## src/rtl/hazard_ctrl.sv

```systemverilog
// Hazard controller for the five-stage core: forwarding selects, stage stall/flush, memory wait FSM.
// Optional performance counters are built only when HAZARD_PERF_CNT_EN is defined.
module hazard_ctrl #(
    parameter int MEM_TIMEOUT = 255,
    parameter int CNT_W       = 32
) (
    input  logic             clk,
    input  logic             rst,
    input  logic [4:0]       Rs1D,
    input  logic [4:0]       Rs2D,
    input  logic [4:0]       Rs1E,
    input  logic [4:0]       Rs2E,
    input  logic [4:0]       RdE,
    input  logic             ResultSrcE,
    input  logic             PCSrcE,
    input  logic [4:0]       RdM,
    input  logic [4:0]       RdW,
    input  logic             RegWriteM,
    input  logic             RegWriteW,
    input  logic             MemReqM,
    input  logic             MemReadyM,
    output logic [1:0]       ForwardAE,
    output logic [1:0]       ForwardBE,
    output logic             StallF,
    output logic             StallD,
    output logic             StallE,
    output logic             StallM,
    output logic             FlushD,
    output logic             FlushE,
    output logic             FlushW,
    output logic             MemErr,
    output logic [CNT_W-1:0] StallCnt,
    output logic [CNT_W-1:0] FlushCnt,
    output logic [CNT_W-1:0] LoadUseCnt
);

    localparam int WAIT_W = (MEM_TIMEOUT < 1) ? 1 : $clog2(MEM_TIMEOUT + 1);
    localparam logic [WAIT_W-1:0] WAIT_LAST = WAIT_W'((MEM_TIMEOUT == 0) ? 0 : MEM_TIMEOUT - 1);

    typedef enum logic [1:0] {
        S_RUN      = 2'd0,
        S_MEM_WAIT = 2'd1,
        S_ERROR    = 2'd2
    } state_t;

    state_t            state_q, state_d;
    logic [WAIT_W-1:0] wait_cnt_q, wait_cnt_d;
    logic              mem_stall;
    logic              load_use;

    function automatic logic [1:0] fwd_sel(input logic [4:0] rs, input logic [4:0] rd_m,
                                           input logic we_m, input logic [4:0] rd_w,
                                           input logic we_w);
        if (we_m && (rd_m != 5'd0) && (rd_m == rs))
            return 2'b10;
        else if (we_w && (rd_w != 5'd0) && (rd_w == rs))
            return 2'b01;
        else
            return 2'b00;
    endfunction

    always_ff @(posedge clk or posedge rst) begin
        if (rst) begin
            state_q    <= S_RUN;
            wait_cnt_q <= '0;
        end else begin
            state_q    <= state_d;
            wait_cnt_q <= wait_cnt_d;
        end
    end

    always_comb begin
        state_d    = state_q;
        wait_cnt_d = wait_cnt_q;
        mem_stall  = 1'b0;
        MemErr     = 1'b0;
        case (state_q)
            S_RUN: begin
                if (MemReqM && !MemReadyM) begin
                    mem_stall  = 1'b1;
                    state_d    = S_MEM_WAIT;
                    wait_cnt_d = '0;
                end
            end
            S_MEM_WAIT: begin
                if (MemReadyM) begin
                    state_d = S_RUN;
                end else begin
                    mem_stall = 1'b1;
                    if ((MEM_TIMEOUT != 0) && (wait_cnt_q == WAIT_LAST))
                        state_d = S_ERROR;
                    else
                        wait_cnt_d = wait_cnt_q + 1'b1;
                end
            end
            S_ERROR: begin
                mem_stall = 1'b1;
                MemErr    = 1'b1;
            end
            default: state_d = S_RUN;
        endcase
    end

    assign load_use = ResultSrcE && (RdE != 5'd0) && ((RdE == Rs1D) || (RdE == Rs2D));

    // Priority: memory freeze, then taken branch, then load-use. Everything is quiet in reset.
    always_comb begin
        ForwardAE = 2'b00;
        ForwardBE = 2'b00;
        StallF    = 1'b0;
        StallD    = 1'b0;
        StallE    = 1'b0;
        StallM    = 1'b0;
        FlushD    = 1'b0;
        FlushE    = 1'b0;
        FlushW    = 1'b0;
        if (!rst) begin
            ForwardAE = fwd_sel(Rs1E, RdM, RegWriteM, RdW, RegWriteW);
            ForwardBE = fwd_sel(Rs2E, RdM, RegWriteM, RdW, RegWriteW);
            if (mem_stall) begin
                StallF = 1'b1;
                StallD = 1'b1;
                StallE = 1'b1;
                StallM = 1'b1;
                FlushW = 1'b1;
            end else if (PCSrcE) begin
                FlushD = 1'b1;
                FlushE = 1'b1;
            end else if (load_use) begin
                StallF = 1'b1;
                StallD = 1'b1;
                FlushE = 1'b1;
            end
        end
    end

`ifdef HAZARD_PERF_CNT_EN
    logic [CNT_W-1:0] stall_cnt_q, stall_cnt_d;
    logic [CNT_W-1:0] flush_cnt_q, flush_cnt_d;
    logic [CNT_W-1:0] load_use_cnt_q, load_use_cnt_d;
    logic             load_use_applied;

    assign load_use_applied = load_use && !mem_stall && !PCSrcE;

    always_comb begin
        stall_cnt_d    = stall_cnt_q;
        flush_cnt_d    = flush_cnt_q;
        load_use_cnt_d = load_use_cnt_q;
        if (StallF || StallD || StallE || StallM)
            stall_cnt_d = stall_cnt_q + 1'b1;
        if (FlushD || FlushE)
            flush_cnt_d = flush_cnt_q + 1'b1;
        if (load_use_applied)
            load_use_cnt_d = load_use_cnt_q + 1'b1;
    end

    always_ff @(posedge clk or posedge rst) begin
        if (rst) begin
            stall_cnt_q    <= '0;
            flush_cnt_q    <= '0;
            load_use_cnt_q <= '0;
        end else begin
            stall_cnt_q    <= stall_cnt_d;
            flush_cnt_q    <= flush_cnt_d;
            load_use_cnt_q <= load_use_cnt_d;
        end
    end

    assign StallCnt   = stall_cnt_q;
    assign FlushCnt   = flush_cnt_q;
    assign LoadUseCnt = load_use_cnt_q;
`else
    assign StallCnt   = '0;
    assign FlushCnt   = '0;
    assign LoadUseCnt = '0;
`endif

endmodule

```

## config.mk

```make
export PLATFORM = sky130hd
export DESIGN_NAME = hazard_ctrl
export DESIGN_NICKNAME = d
export VERILOG_FILES = /design/src/rtl/hazard_ctrl.sv
export SDC_FILE = /design/constraint.sdc
export NUM_CORES = 1
export LEC_CHECK = 0
export CAP_MARGIN = 20
export CORE_ASPECT_RATIO = 0.75
export CORE_MARGIN = 10
export CORE_UTILIZATION = 30
export CTS_CLUSTER_DIAMETER = 100
export DETAILED_ROUTE_END_ITERATION = 10
export PLACE_DENSITY = 0.84
export SYNTH_ARGS = -nofsm -noshare
export SYNTH_HDL_FRONTEND = slang
export SYNTH_SLANG_ARGS = --single-unit
```

## constraint.sdc

```tcl
create_clock -name clk -period 4.2 [get_ports clk]
set_input_delay 0.42 -clock clk [delete_from_list [all_inputs] [get_ports clk]]
set_output_delay 0.42 -clock clk [all_outputs]
set_load 0.1 [all_outputs]
```

==> out/results.ini <==
[run_status]
status = finished, final reports clean

[cells_and_area]
drive_above_1_share_pct = 7.30
diodes = 0
fin_nets = 321
areaGrowthSynthToFinish_pct = 16.2

[timing]
max_freq_ghz = 0.319
fin_crit_ns = 3.14
finalSetupViolations = 0
rsz0062_at_grt = no
maxSlewViolCount = 0
timing.slew.headroom_pct = 34.7
tightest_slew_ns = 0.977
finalCritPeriodShare_pct = 74.7
hold_viol_final = 0
holdWs_ns = 0.501
clock-skew-final_ns = 0.000625
tns_ns = 0

[critical_path]
critPathArrivalTime_ns = 2.72
slowest_stage = clkdlybuf4s50_1
rrSetupSlack_ns = 2.61
r2r_cells = 4
crit_path_max_fanout = 4
r2r_end = wait_cnt_q[7]
endpoint_kind = output port
max_stage_delay_ns = 0.97
endpoint = ForwardBE[1]
r2r_start = state_q[1]
critical_path.most_common_cell = clkdlybuf4s50_1
cp_cell_sequence = clkdlybuf4s50_1 > or4_1 > o21ai_2 > nor4_1 > clkdlybuf4s50_1
crit_start = RdM[1]
path_class = input pin to output port
required_ns = 3.78
startpoint_type = input pin

[grt]
grt_max_degree = 14
track_usage_pct = 9.07
grt_overflow = 0
grt_pass1_vias = 1410
antenna_found_initial = 0
grt_pass1_wl_um = 7040

[cts]
cts_setup_buffers = 0
holdBufCountCts = 0
cts_tree = yes
cts_sinks = 10
clkLatencyLatePin_ns = 0.23
clk_root_buffer_cell = clkbuf_8
clockBufferDepth = 2
cts_made_buffers = 3
cts-resized-gates = 0
clk_pin_slew_ns = 0.04
htreeDepth = 1

[logic_synthesis]
synth.distinct_cells = 30
synth_compound_area_share_pct = 10.6
synthCells = 221
yosys.area_share.simple_pct = 13.8
ys_seq_elements = 10
synthMuxAreaShare_pct = 0
synth_seq_area_share_pct = 14.4
synth-xor-area-share_pct = 15.1
syn-cell-area_mm2 = 0.00174
avgSynthCellArea_um2 = 7.88
synth_adder_area_share_pct = 1.44
ys_warn_count = 0
synth_top_family_by_area = buffers and inverters

[worst_hold_path]
hold_path.class = flop to flop

[route]
drt-total-wl_um = 4820
drc = 0
vias_per_cell = 3.88
drtIter0Drc = 20
first_pass_iters = 4
post_drt_wl_per_cell_um = 13.8
ant_nets = 0
routed-via-count = 1353

[placement]
io_buffers = 54
place_congestion = 0.847
dpl.hpwl_um = 4380

[die]
row_count = 23
dieArea_mm2 = 0.00928
fp.dieH_um = 86.0
dieWidth_um = 108
start_util_pct = 31.8
core_area_mm2 = 0.00547
ios = 151

[pwr]
p_leak_uw = 0.000983
powerDensity_mw_per_mm2 = 359
ir_worst_vdd_mv = 0.142

[run]
drv_cap = 0

[routing by layer]
layer / vias to the layer above / track usage, % / routed length, um
met3: 6 / 2.32 / 378
met4: 0 / 2.66 / 70
met1: 616 / 8.98 / 1660
met5: - / 0 / 0
met2: 76 / 17.9 / 2720
li1: 655 / - / -
[per-stage QoR]
step	worst slack, ns	instances	util [%]	total power (uW)	area (um^2)
detailed placement	1.06	345	36.1	626	1970
floorplan	0.0613	316	-	629	2100
finish	1.06	349	37.0	727	2020
global route	0.970	349	37.0	754	2020
CTS	1.06	348	36.8	727	2010
global placement	1.11	345	36.1	622	1970
[how the worst min path moves through the flow]
stage	slack, ns	depth (start not counted)	start	end
floorplan	0.28	1	rst	state_q[0]
global placement	0.48	1	wait_cnt_q[7]	wait_cnt_q[7]
detailed placement	0.49	1	wait_cnt_q[7]	wait_cnt_q[7]
CTS	0.50	1	wait_cnt_q[7]	wait_cnt_q[7]
global route	0.53	1	wait_cnt_q[7]	wait_cnt_q[7]
finish	0.50	1	wait_cnt_q[7]	wait_cnt_q[7]
[critical path: cells and delay by family]
family	cells	cell delay, ns
AO/OA/AOI/OAI	1	0.19
AND/OR/NAND/NOR	2	0.65
buffers and inverters	2	1.44
[synth_stat cells]
library cell | n | area, um^2
nor4_2 | 2 | 25.0
or3_1 | 1 | 6.26
o21ai_2 | 1 | 8.76
o211ai_1 | 1 | 7.51
a21oi_1 | 1 | 5.00
nand3_1 | 6 | 30.0
nand2b_1 | 1 | 6.26
ha_1 | 2 | 25.0
nor4_1 | 2 | 12.5
nor2b_1 | 1 | 6.26
xnor2_1 | 10 | 87.6
a31oi_1 | 3 | 18.8
a22oi_1 | 1 | 7.51
inv_1 | 5 | 18.8
clkbuf_1 | 2 | 7.51
o21bai_1 | 1 | 7.51
o41ai_1 | 3 | 26.3
nor2_1 | 8 | 30.0
and3_1 | 2 | 12.5
buf_2 | 1 | 5.00
nor3_1 | 5 | 25.0
o21ai_0 | 7 | 35.0
buf_4 | 99 | 743
conb_1 | 1 | 3.75
dfrtp_1 | 10 | 250
xor2_1 | 20 | 175
or4_1 | 5 | 37.5
o31ai_1 | 9 | 67.6
nand2_1 | 8 | 30.0
nand4_1 | 3 | 18.8
[logic make-up (layout without fill, tap and decap cells)]
group,after synthesis,count (layout)
simple gates,44,44
fa+ha+maj,2,2
compound gates,27,27
flops,10,10
other cells,1,96
xor+xnor,30,30
buf+inv,107,65
[cell type report]
cell class,instances,area [um^2]
flip-flops and latches,10,250
multi-input cells,199,1080
fillers,568,3450
inverters,5,18.8
clock buffers,3,41.3
repair buffers,57,538
well taps,75,93.8
[report_power, final]
| part | switching, uW | total (uW) | internal, uW |
|---|---|---|---|
| Combinational | 457 | 522 | 65.7 |
| Clock | 34.7 | 97.2 | 62.5 |
| Sequential | 5.88 | 107 | 101 |
[registers in the layout (all words and copies together) (netlist names)]
name	count
wait_cnt_q	8
state_q	2
[layout by cell type (no fill, tap or decap)]
cell type / synthesis / final
a21oi_1: 1 / 1
a22oi_1: 1 / 1
a31oi_1: 3 / 3
and3_1: 2 / 2
buf_4: 99 / 12
clkbuf_4: 0 / 1
clkbuf_8: 0 / 3
clkdlybuf4s50_1: 0 / 44
conb_1: 1 / 96
dfrtp_1: 10 / 10
ha_1: 2 / 2
inv_1: 5 / 5
nand2_1: 8 / 8
nand2b_1: 1 / 1
nand3_1: 6 / 6
nand4_1: 3 / 3
nor2_1: 8 / 8
nor2b_1: 1 / 1
nor3_1: 5 / 5
nor4_1: 2 / 2
nor4_2: 2 / 2
o211ai_1: 1 / 1
o21ai_0: 7 / 7
o21ai_2: 1 / 1
o21bai_1: 1 / 1
o31ai_1: 9 / 9
o41ai_1: 3 / 2
o41ai_2: 0 / 1
or3_1: 1 / 1
or4_1: 5 / 5
xnor2_1: 10 / 10
xor2_1: 20 / 20
Power figures use the tool's default switching activity.
